File: src/rtl/mips_pkg.sv
// Shared definitions for the MIPS multi-cycle controller: opcodes, functs, ALU codes, states.
// MIPS_CTRL_MOVZ_EN makes funct 001010 (movz) a legal R-type instruction.
package mips_pkg;

  localparam logic [5:0] OP_RTYPE = 6'b000000;
  localparam logic [5:0] OP_J     = 6'b000010;
  localparam logic [5:0] OP_BEQ   = 6'b000100;
  localparam logic [5:0] OP_ADDI  = 6'b001000;
  localparam logic [5:0] OP_SLTI  = 6'b001010;
  localparam logic [5:0] OP_ANDI  = 6'b001100;
  localparam logic [5:0] OP_ORI   = 6'b001101;
  localparam logic [5:0] OP_XORI  = 6'b001110;
  localparam logic [5:0] OP_LW    = 6'b100011;
  localparam logic [5:0] OP_SW    = 6'b101011;

  localparam logic [5:0] FN_SLL  = 6'b000000;
  localparam logic [5:0] FN_MOVZ = 6'b001010;
  localparam logic [5:0] FN_ADD  = 6'b100000;
  localparam logic [5:0] FN_SUB  = 6'b100010;
  localparam logic [5:0] FN_AND  = 6'b100100;
  localparam logic [5:0] FN_OR   = 6'b100101;
  localparam logic [5:0] FN_XOR  = 6'b100110;
  localparam logic [5:0] FN_SLT  = 6'b101010;

  localparam logic [10:0] ALU_F_NONE = 11'h000;
  localparam logic [10:0] ALU_F_ADD  = 11'h020;
  localparam logic [10:0] ALU_F_SUB  = 11'h022;
  localparam logic [10:0] ALU_F_AND  = 11'h024;
  localparam logic [10:0] ALU_F_OR   = 11'h025;
  localparam logic [10:0] ALU_F_XOR  = 11'h026;
  localparam logic [10:0] ALU_F_SLT  = 11'h02A;

  typedef enum logic [2:0] {
    ST_IDLE   = 3'd0,
    ST_DECODE = 3'd1,
    ST_EXEC   = 3'd2,
    ST_MEM    = 3'd3,
    ST_WB     = 3'd4
  } state_e;

  localparam logic [1:0] PC_SEL_SEQ    = 2'd0;
  localparam logic [1:0] PC_SEL_BRANCH = 2'd1;
  localparam logic [1:0] PC_SEL_JUMP   = 2'd2;

  localparam logic [2:0] CLS_ALU  = 3'd0;
  localparam logic [2:0] CLS_LW   = 3'd1;
  localparam logic [2:0] CLS_SW   = 3'd2;
  localparam logic [2:0] CLS_BEQ  = 3'd3;
  localparam logic [2:0] CLS_J    = 3'd4;
  localparam logic [2:0] CLS_MOVZ = 3'd5;
  localparam logic [2:0] CLS_ILL  = 3'd7;

  // Only sll may carry a nonzero shamt; every other funct needs shamt == 0.
  function automatic logic rtype_legal(input logic [5:0] fn, input logic [4:0] sh);
    logic ok;
    ok = 1'b0;
    case (fn)
      FN_SLL: ok = 1'b1;
      FN_ADD, FN_SUB, FN_AND, FN_OR, FN_XOR, FN_SLT: ok = (sh == 5'd0);
`ifdef MIPS_CTRL_MOVZ_EN
      FN_MOVZ: ok = (sh == 5'd0);
`endif
      default: ok = 1'b0;
    endcase
    return ok;
  endfunction

endpackage

File: src/rtl/mips_ctrl_dec.sv
// Combinational instruction decoder: instruction word -> ALU function, legality, class, write address.
// MIPS_CTRL_MOVZ_EN (via mips_pkg) enables the movz class.
module mips_ctrl_dec
  import mips_pkg::*;
(
  input  logic [31:0] instr,
  output logic [10:0] alu_f,
  output logic        legal,
  output logic [2:0]  cls,
  output logic [4:0]  waddr,
  output logic        src_imm
);

  logic [5:0] op;
  logic [5:0] fn;
  logic [4:0] sh;
  logic       unused_rs;

  assign op        = instr[31:26];
  assign fn        = instr[5:0];
  assign sh        = instr[10:6];
  assign unused_rs = ^instr[25:21];

  always_comb begin
    alu_f   = ALU_F_NONE;
    legal   = 1'b0;
    cls     = CLS_ILL;
    waddr   = instr[20:16];
    src_imm = 1'b0;
    case (op)
      OP_RTYPE: begin
        waddr = instr[15:11];
        if (rtype_legal(fn, sh)) begin
          legal = 1'b1;
          alu_f = instr[10:0];
          cls   = (fn == FN_MOVZ) ? CLS_MOVZ : CLS_ALU;
        end
      end
      OP_ADDI: begin legal = 1'b1; alu_f = ALU_F_ADD; cls = CLS_ALU; src_imm = 1'b1; end
      OP_LW:   begin legal = 1'b1; alu_f = ALU_F_ADD; cls = CLS_LW;  src_imm = 1'b1; end
      OP_SW:   begin legal = 1'b1; alu_f = ALU_F_ADD; cls = CLS_SW;  src_imm = 1'b1; end
      OP_BEQ:  begin legal = 1'b1; alu_f = ALU_F_SUB; cls = CLS_BEQ; end
      OP_ANDI: begin legal = 1'b1; alu_f = ALU_F_AND; cls = CLS_ALU; src_imm = 1'b1; end
      OP_ORI:  begin legal = 1'b1; alu_f = ALU_F_OR;  cls = CLS_ALU; src_imm = 1'b1; end
      OP_XORI: begin legal = 1'b1; alu_f = ALU_F_XOR; cls = CLS_ALU; src_imm = 1'b1; end
      OP_SLTI: begin legal = 1'b1; alu_f = ALU_F_SLT; cls = CLS_ALU; src_imm = 1'b1; end
      OP_J:    begin legal = 1'b1; cls = CLS_J; waddr = 5'd0; end
      default: legal = 1'b0;
    endcase
  end

endmodule

File: src/rtl/mips_ctrl_fsm.sv
// Multi-cycle MIPS control FSM (IDLE/DECODE/EXEC/MEM/WB) with MEM_LAT-cycle memory stage.
// MIPS_CTRL_MOVZ_EN adds movz: write-back only when ALU operand b is zero.
module mips_ctrl_fsm
  import mips_pkg::*;
#(
  parameter int MEM_LAT = 1
) (
  input  logic        clk,
  input  logic        rst_n,
  input  logic        instr_valid,
  output logic        instr_ready,
  input  logic [31:0] instr,
  input  logic        alu_zero,
  input  logic        b_zero,
  output logic [10:0] alu_f,
  output logic        alu_src_imm,
  output logic        reg_we,
  output logic [4:0]  reg_waddr,
  output logic        mem_re,
  output logic        mem_we,
  output logic        pc_we,
  output logic [1:0]  pc_sel,
  output logic        illegal,
  output logic [2:0]  state
);

  localparam logic [3:0] CNT_LAST = 4'(MEM_LAT - 1);

  state_e      state_q, state_d;
  logic [31:0] instr_q;
  logic [3:0]  cnt_q, cnt_d;

  logic [10:0] dec_alu_f;
  logic        dec_legal;
  logic [2:0]  dec_cls;
  logic [4:0]  dec_waddr;
  logic        dec_src_imm;
  logic        active;

  mips_ctrl_dec u_dec (
    .instr   (instr_q),
    .alu_f   (dec_alu_f),
    .legal   (dec_legal),
    .cls     (dec_cls),
    .waddr   (dec_waddr),
    .src_imm (dec_src_imm)
  );

  always_ff @(posedge clk or negedge rst_n) begin
    if (!rst_n) begin
      state_q <= ST_IDLE;
      instr_q <= 32'd0;
      cnt_q   <= 4'd0;
    end else begin
      state_q <= state_d;
      cnt_q   <= cnt_d;
      if (instr_valid && instr_ready) instr_q <= instr;
    end
  end

  always_comb begin
    state_d     = state_q;
    cnt_d       = cnt_q;
    instr_ready = 1'b0;
    reg_we      = 1'b0;
    mem_re      = 1'b0;
    mem_we      = 1'b0;
    pc_we       = 1'b0;
    pc_sel      = PC_SEL_SEQ;
    illegal     = 1'b0;
    case (state_q)
      ST_IDLE: begin
        instr_ready = 1'b1;
        if (instr_valid) state_d = ST_DECODE;
      end
      ST_DECODE: begin
        if (!dec_legal) begin
          illegal = 1'b1;
          state_d = ST_IDLE;
        end else if (dec_cls == CLS_J) begin
          pc_we   = 1'b1;
          pc_sel  = PC_SEL_JUMP;
          state_d = ST_IDLE;
        end else begin
          state_d = ST_EXEC;
        end
      end
      ST_EXEC: begin
        cnt_d = 4'd0;
        case (dec_cls)
          CLS_LW, CLS_SW: state_d = ST_MEM;
          CLS_BEQ: begin
            pc_we   = 1'b1;
            pc_sel  = alu_zero ? PC_SEL_BRANCH : PC_SEL_SEQ;
            state_d = ST_IDLE;
          end
`ifdef MIPS_CTRL_MOVZ_EN
          CLS_MOVZ: begin
            if (b_zero) begin
              state_d = ST_WB;
            end else begin
              pc_we   = 1'b1;
              state_d = ST_IDLE;
            end
          end
`endif
          default: state_d = ST_WB;
        endcase
      end
      ST_MEM: begin
        mem_re = (dec_cls == CLS_LW);
        mem_we = (dec_cls == CLS_SW);
        if (cnt_q == CNT_LAST) begin
          if (dec_cls == CLS_LW) begin
            state_d = ST_WB;
          end else begin
            pc_we   = 1'b1;
            state_d = ST_IDLE;
          end
        end else begin
          cnt_d = cnt_q + 4'd1;
        end
      end
      ST_WB: begin
        // Writes to $0 are discarded but the instruction still retires.
        reg_we  = (dec_waddr != 5'd0);
        pc_we   = 1'b1;
        state_d = ST_IDLE;
      end
      default: state_d = ST_IDLE;
    endcase
  end

`ifndef MIPS_CTRL_MOVZ_EN
  logic unused_b_zero;
  assign unused_b_zero = b_zero;
`endif

  assign active      = (state_q != ST_IDLE);
  assign alu_f       = active ? dec_alu_f : ALU_F_NONE;
  assign alu_src_imm = active & dec_src_imm;
  assign reg_waddr   = active ? dec_waddr : 5'd0;
  assign state       = state_q;

endmodule

File: config.mk
export PLATFORM = sky130hd
export DESIGN_NAME = mips_ctrl_fsm
export DESIGN_NICKNAME = d
export VERILOG_FILES = /design/src/rtl/mips_pkg.sv /design/src/rtl/mips_ctrl_dec.sv /design/src/rtl/mips_ctrl_fsm.sv
export SDC_FILE = /design/constraint.sdc
export NUM_CORES = 1
export LEC_CHECK = 0
export CAP_MARGIN = 30
export CORE_ASPECT_RATIO = 0.9
export CORE_MARGIN = 3
export CORE_UTILIZATION = 50
export DETAILED_ROUTE_END_ITERATION = 8
export GPL_ROUTABILITY_DRIVEN = 0
export GPL_TIMING_DRIVEN = 1
export PLACE_DENSITY = 0.85
export SLEW_MARGIN = 20
export SYNTH_ARGS = -nofsm -noshare
export SYNTH_HDL_FRONTEND = slang
export SYNTH_SLANG_ARGS = --single-unit
export TNS_END_PERCENT = 1
File: constraint.sdc
create_clock -name clk -period 3.1 [get_ports clk]
set_input_delay 0.62 -clock clk [delete_from_list [all_inputs] [get_ports clk]]
set_output_delay 0.62 -clock clk [all_outputs]
set_load 0.01 [all_outputs]
# Word-level counts from Yosys, hierarchy flattened
# Cells that the tools add are included.
[classes] addsub=1 eq_ne=27 muxes=39 n_bitwise=1 reduce_logical=17
[ops] operator="one-hot mux 11 bit (7 select lines)" n=1
[ops] operator="== test 6 bit (second input constant)" n=8
[ops] operator="== test 6 x 4 -> 1 bit (second input constant)" n=6
[ops] operator="2-to-1 mux 11 bit" n=2
[ops] operator="one-hot mux 3 bit (6 select lines)" n=1
[ops] operator="2-to-1 mux 1 bit" n=16
[ops] operator="2-to-1 mux 3 bit" n=5
[ops] operator="== test 3 x 2 -> 1 bit (second input constant)" n=4
[ops] operator="logical NOT 6 bit" n=2
[ops] operator="one-hot mux 3 bit (4 select lines)" n=1
[ops] operator="one-hot mux 5 bit (2 select lines)" n=1
[ops] operator="OR reduction 9 bit" n=1
[ops] operator="2-to-1 mux 2 bit" n=4
[ops] operator="one-hot mux 4 bit (2 select lines)" n=1
[ops] operator="OR reduction 7 bit" n=1
[ops] operator="== test 3 x 1 -> 1 bit (second input constant)" n=2
[ops] operator="== test 3 bit (second input constant)" n=2
[ops] operator="== test 6 x 2 -> 1 bit (second input constant)" n=1
[ops] operator="== test 6 x 3 -> 1 bit (second input constant)" n=1
[ops] operator="!= test 2 bit (second input constant)" n=3
[ops] operator="one-hot mux 3 bit (2 select lines)" n=1
[ops] operator="OR reduction 6 bit" n=1
[ops] operator="logical NOT 5 bit" n=1
[ops] operator="2-to-1 mux 5 bit" n=1
[ops] operator="other kinds (16)" n=18
[word_totals] reg_bits=39 input_bits=37 out_inout_bits=28 wordCells=88

# Longest topological paths before layout
[depth] depth_word=10 depth_mapped=9

# By module
# From an unflattened synthesis, not the netlist that was laid out.
[hier_totals] hier_cells=229 hier_area_um2=2479.9
[by_module_without_submodules] mod="mips_ctrl_fsm" n_inst=1 cells_each=149 area_per_inst_um2=2035.7 seq_area_each_um2=975.9
[by_module_without_submodules] mod="mips_ctrl_dec" n_inst=1 cells_each=80 area_per_inst_um2=444.2 seq_area_each_um2=0.0

# Worst setup path after synthesis
# No wires, ideal clock.
[synth_path] kind="register to output" from="reg instr_q[26]" to="out alu_f[10]" arrival_ns=1.643 required_ns=2.480 setup_slack_ns=0.837 stages_incl_launch_ff=6 path_buffers=0 cell_sequence="dfrtp_1 -> nor4_2 -> nand2_2 -> a2111oi_4 -> and2_4 -> and3_1"
[synth_between] elab_chain_cells=4
[synth_rtl] element="start, declared" line_no="mips_ctrl_fsm.sv:30" source="logic [31:0] instr_q;"
[synth_rtl] element="start signal, assigned" line_no="mips_ctrl_fsm.sv:57" source="if (instr_valid && instr_ready) instr_q <= instr;"
[synth_rtl] element="== test 6 x 4 -> 1 bit / == test 6 bit (equally long branches)" line_no="mips_ctrl_dec.sv:30" source="case (op)"
[synth_rtl] element="OR reduction 3 bit (no source line)"
[synth_rtl] element="one-hot mux 11 bit (7 select lines) *" line_no="mips_ctrl_dec.sv:30"
[synth_rtl] element="2-to-1 mux 11 bit *" line_no="mips_ctrl_fsm.sv:140" source="assign alu_f = active ? dec_alu_f : ALU_F_NONE;"
[synth_rtl] element="end, declared" line_no="mips_ctrl_fsm.sv:15" source="output logic [10:0] alu_f,"
# Mark *: on every way between the ends. The rest lies on a longest branch, timed or not.

# Worst setup path in the final report
[layout_path] from="reg instr_q[31]" to="out alu_f[8]"
# The elaborated chain is that of the path after synthesis.

==> results.sh <==
export IMPL_outcome="completed"
export IMPL_top_layer_used="met4"
export IMPL_cts_buffers=5
export IMPL_min_path_cells=1
export IMPL_finalSetupViolCount=0
export IMPL_min_period_over_period_pct=95.4
export IMPL_synth_area_leader_cell="dfrtp_1"
export IMPL_synth_warnings=0
export IMPL_slowest_stage="clkdlybuf4s50_1"
export IMPL_floorplan_initialDensity_pct=53.3
export IMPL_crit_chain="nor4_4, nand2_2, a2111oi_4, and2_4, and3_1, clkdlybuf4s50_1"
export IMPL_antenna_cells=0
export IMPL_maxClockFrequency_ghz=0.338
export IMPL_stdcell_area_mm2=0.00274
export IMPL_reg2regPathDepth=4
export IMPL_drv_slew=0
export IMPL_wl_met3_um=399
export IMPL_port_buffers=57
export IMPL_final_net_count=294
export IMPL_vias=1679
export IMPL_dpl_cell_area_mm2=0.00260
export IMPL_clock_sinks=34
export IMPL_multiInputGateArea_mm2=0.00108
export IMPL_synth_area_top_cells="dfrtp_1 42%, mux2_4 15%, nor2_1 3.5%"
export IMPL_netlist_top_cells_count="34 x dfrtp_1, 20 x mux2_4, 19 x nor2_1"
export IMPL_ys_ff_latch=34
export IMPL_powerDensity_mw_per_mm2=649
export IMPL_fin_worst_skew_ps=3.60
export IMPL_cts_root_buf="clkbuf_8"
export IMPL_holdWs_ps=534
export IMPL_timing_rr_start="state[2]"
export IMPL_htreeDepth=2
export IMPL_grtUsageTotal_pct=20.9
export IMPL_routed_via_density=5.56
export IMPL_worstPathRequired_ps=2480
export IMPL_max_cap_viol_count=0
export IMPL_wl_um=4610
export IMPL_end_kind="output pin"
export IMPL_detail_route_antenna_nets=0
export IMPL_synth_cells=193
export IMPL_critPathMaxStageDelay_ps=520
export IMPL_grt_pass1_wl_um=7760
export IMPL_yosysMostFrequentCell="dfrtp_1"
export IMPL_power_switching_uw=619
export IMPL_synth_async_reset_ratio_pct=100
export IMPL_seqPwrFrac_pct=41.2
export IMPL_drt_iter0_markers=85
export IMPL_io_pins=65
export IMPL_fp_dieW_um=73.4
export IMPL_yosysSeqAreaShare_pct=41.6
export IMPL_min_from="instr_q[10]"
export IMPL_wl_per_cell_um=15.3
export IMPL_cellLeakagePower_uw=0.00119
export IMPL_dpl_hpwl_um=3350
export IMPL_grt_pass1_vias=1618
export IMPL_hold_viol=0
export IMPL_ys_types=48
export IMPL_register_area_um2=852
export IMPL_synthFlopType="dfrtp_1"
export IMPL_overflow=0
export IMPL_pwr_share_comb_pct=40.1
export IMPL_vdd_drop_max_mv=0.389
export IMPL_clk_path_buf_depth=2
export IMPL_fillers=296
export IMPL_hold_buffers=0
export IMPL_reg2reg_to="instr_q[13]"
export IMPL_dr_pass1_iters=4
export IMPL_synth_top_cell_area_share_pct=41.6
export IMPL_grt_max_degree=35
export IMPL_syn_area_per_cell_um2=10.6
export IMPL_synth_net_count=232
export IMPL_synth_edf_count=0
export IMPL_tritoncts="done"
export IMPL_r2r_setup_slack_ps=1020
export IMPL_die_height_um=66.7
export IMPL_p_clk_share_pct=18.8
export IMPL_path_class="reg -> out"
export IMPL_worst_setup_path_start_kind="register"
export IMPL_syn2layout_area_growth_pct=33.9
export IMPL_netlist_area_mm2=0.00204
export IMPL_crit_fanout=7
export IMPL_antenna_found_initial=0
export IMPL_arrival_ps=2340
export IMPL_drive_gt1_share_pct=20.3
export IMPL_route_detailed_drc=0
export IMPL_period_needed_ps=2960
export IMPL_die_area_mm2=0.00489
export IMPL_fp_row_count=21
export IMPL_swShare_pct=34.9
export IMPL_hold_end="instr_q[10]"
export IMPL_clkTransAtPathRegs_ps=60
export IMPL_clock_latency_ps=290
export IMPL_coreArea_mm2=0.00384
export IMPL_p_int_uw=1160
export IMPL_wl_met1_um=2020
export IMPL_hold_path_class="reg -> reg"
export IMPL_met2_length_um=2150
-- stage by stage --
step,setup TNS (ps),power [uW],std cells,worst slack [ps],utilization [%]
2_1_floorplan,0,1200,193,837,-
6_report,0,1780,302,142,71.4
5_1_grt,-7.05,1890,302,-3.76,71.4
4_1_cts,0,1760,301,46.2,70.6
3_5_place_dp,0,1400,291,139,67.7
3_3_place_gp,0,1380,291,196,67.7
-- layout by cell type (no fill, tap or decap), drive strengths merged, types with 2 or more instances in the layout --
cell type / netlist / routed
nor3b: 4 / 4
mux2: 24 / 24
o21ai: 9 / 9
dfrtp: 34 / 34
buf: 9 / 8
ha: 2 / 2
nand3b: 2 / 2
clkbuf: 1 / 7
clkdlybuf4s50: 0 / 52
o211ai: 2 / 2
clkinv: 1 / 2
nand2: 14 / 14
nor3: 6 / 6
nand4: 3 / 3
nand2b: 3 / 3
a21oi: 12 / 12
nor2: 19 / 19
nand3: 5 / 5
and3: 10 / 10
inv: 6 / 6
a31oi: 3 / 3
dlygate4sd2: 0 / 4
nor2b: 3 / 3
and2: 3 / 3
xor2: 2 / 2
nor4: 2 / 2
-- how the worst max path moves through the flow --
stage	startpoint	to	slack (ps)
global placement	instr_q[26]	alu_f[9]	200
CTS	instr_q[0]	alu_f[9]	50
floorplan	instr_q[26]	alu_f[10]	840
global route	instr_q[31]	alu_f[6]	-4
finish	instr_q[31]	alu_f[8]	140
detailed placement	instr_q[26]	alu_f[9]	140
-- power by group through the flow --
stage	logic [uW]	registers [uW]	clock network (uW)
4_1_cts	691	726	341
6_report	711	731	333
5_1_grt	777	752	363
3_3_place_gp	667	718	0
2_1_floorplan	517	681	0
3_5_place_dp	680	725	0
-- metal layers --
| metal | vias to the layer above | track usage (%) |
|---|---|---|
| met5 | - | 0 |
| met4 | 0 | 6.11 |
| met3 | 5 | 6.18 |
| met2 | 68 | 32.6 |
| met1 | 801 | 28.0 |
| li1 | 805 | - |
-- what timing repair did --
| item | 4_1_cts | 5_1_grt |
|---|---|---|
| setup endpoints to repair | 11 | 8 |
| buffers inserted | 2 | 1 |
| gates resized for setup | 5 | 7 |
| pin swaps | 3 | 3 |
| endpoints found under the hold margin | 0 | 0 |
| gates cloned | 0 | 0 |
-- critical path, delay by kind of cell (launching register included) --
kind	cells	cell delay [ps]
buf+inv	1	520
flops	1	440
compound gates	1	230
simple gates	4	840
-- final cells by class --
type                       count  share of cell area, %
clock buffer                   7                   3.15
multi-input combinational    142                   39.4
clock inverter                 1                  0.183
tap                           46                   2.10
sequential                    34                   31.1
timing repair buffer          65                   22.9
inverter                       7                   1.14
-- state kept, by name, summed over array words and instances, names as in the netlist --
signal,count
state,3
cnt_q,4
instr_q,27
-- kinds of logic (layout without fill, tap and decap cells) --
group / count (synthesis) / in the layout / share of synthesized area, %
buffers and inverters: 17 / 80 / 7.04
XOR/XNOR: 2 / 2 / 0.857
multiplexers: 24 / 24 / 16.9
AND/OR/NAND/NOR: 79 / 79 / 21.1
flip-flops: 34 / 34 / 41.6
adder cells (fa/ha/maj): 2 / 2 / 1.22
other: 1 / 1 / 0.183
AO/OA/AOI/OAI: 34 / 34 / 11.1
Note: power is estimated with default switching activity, not from simulation.
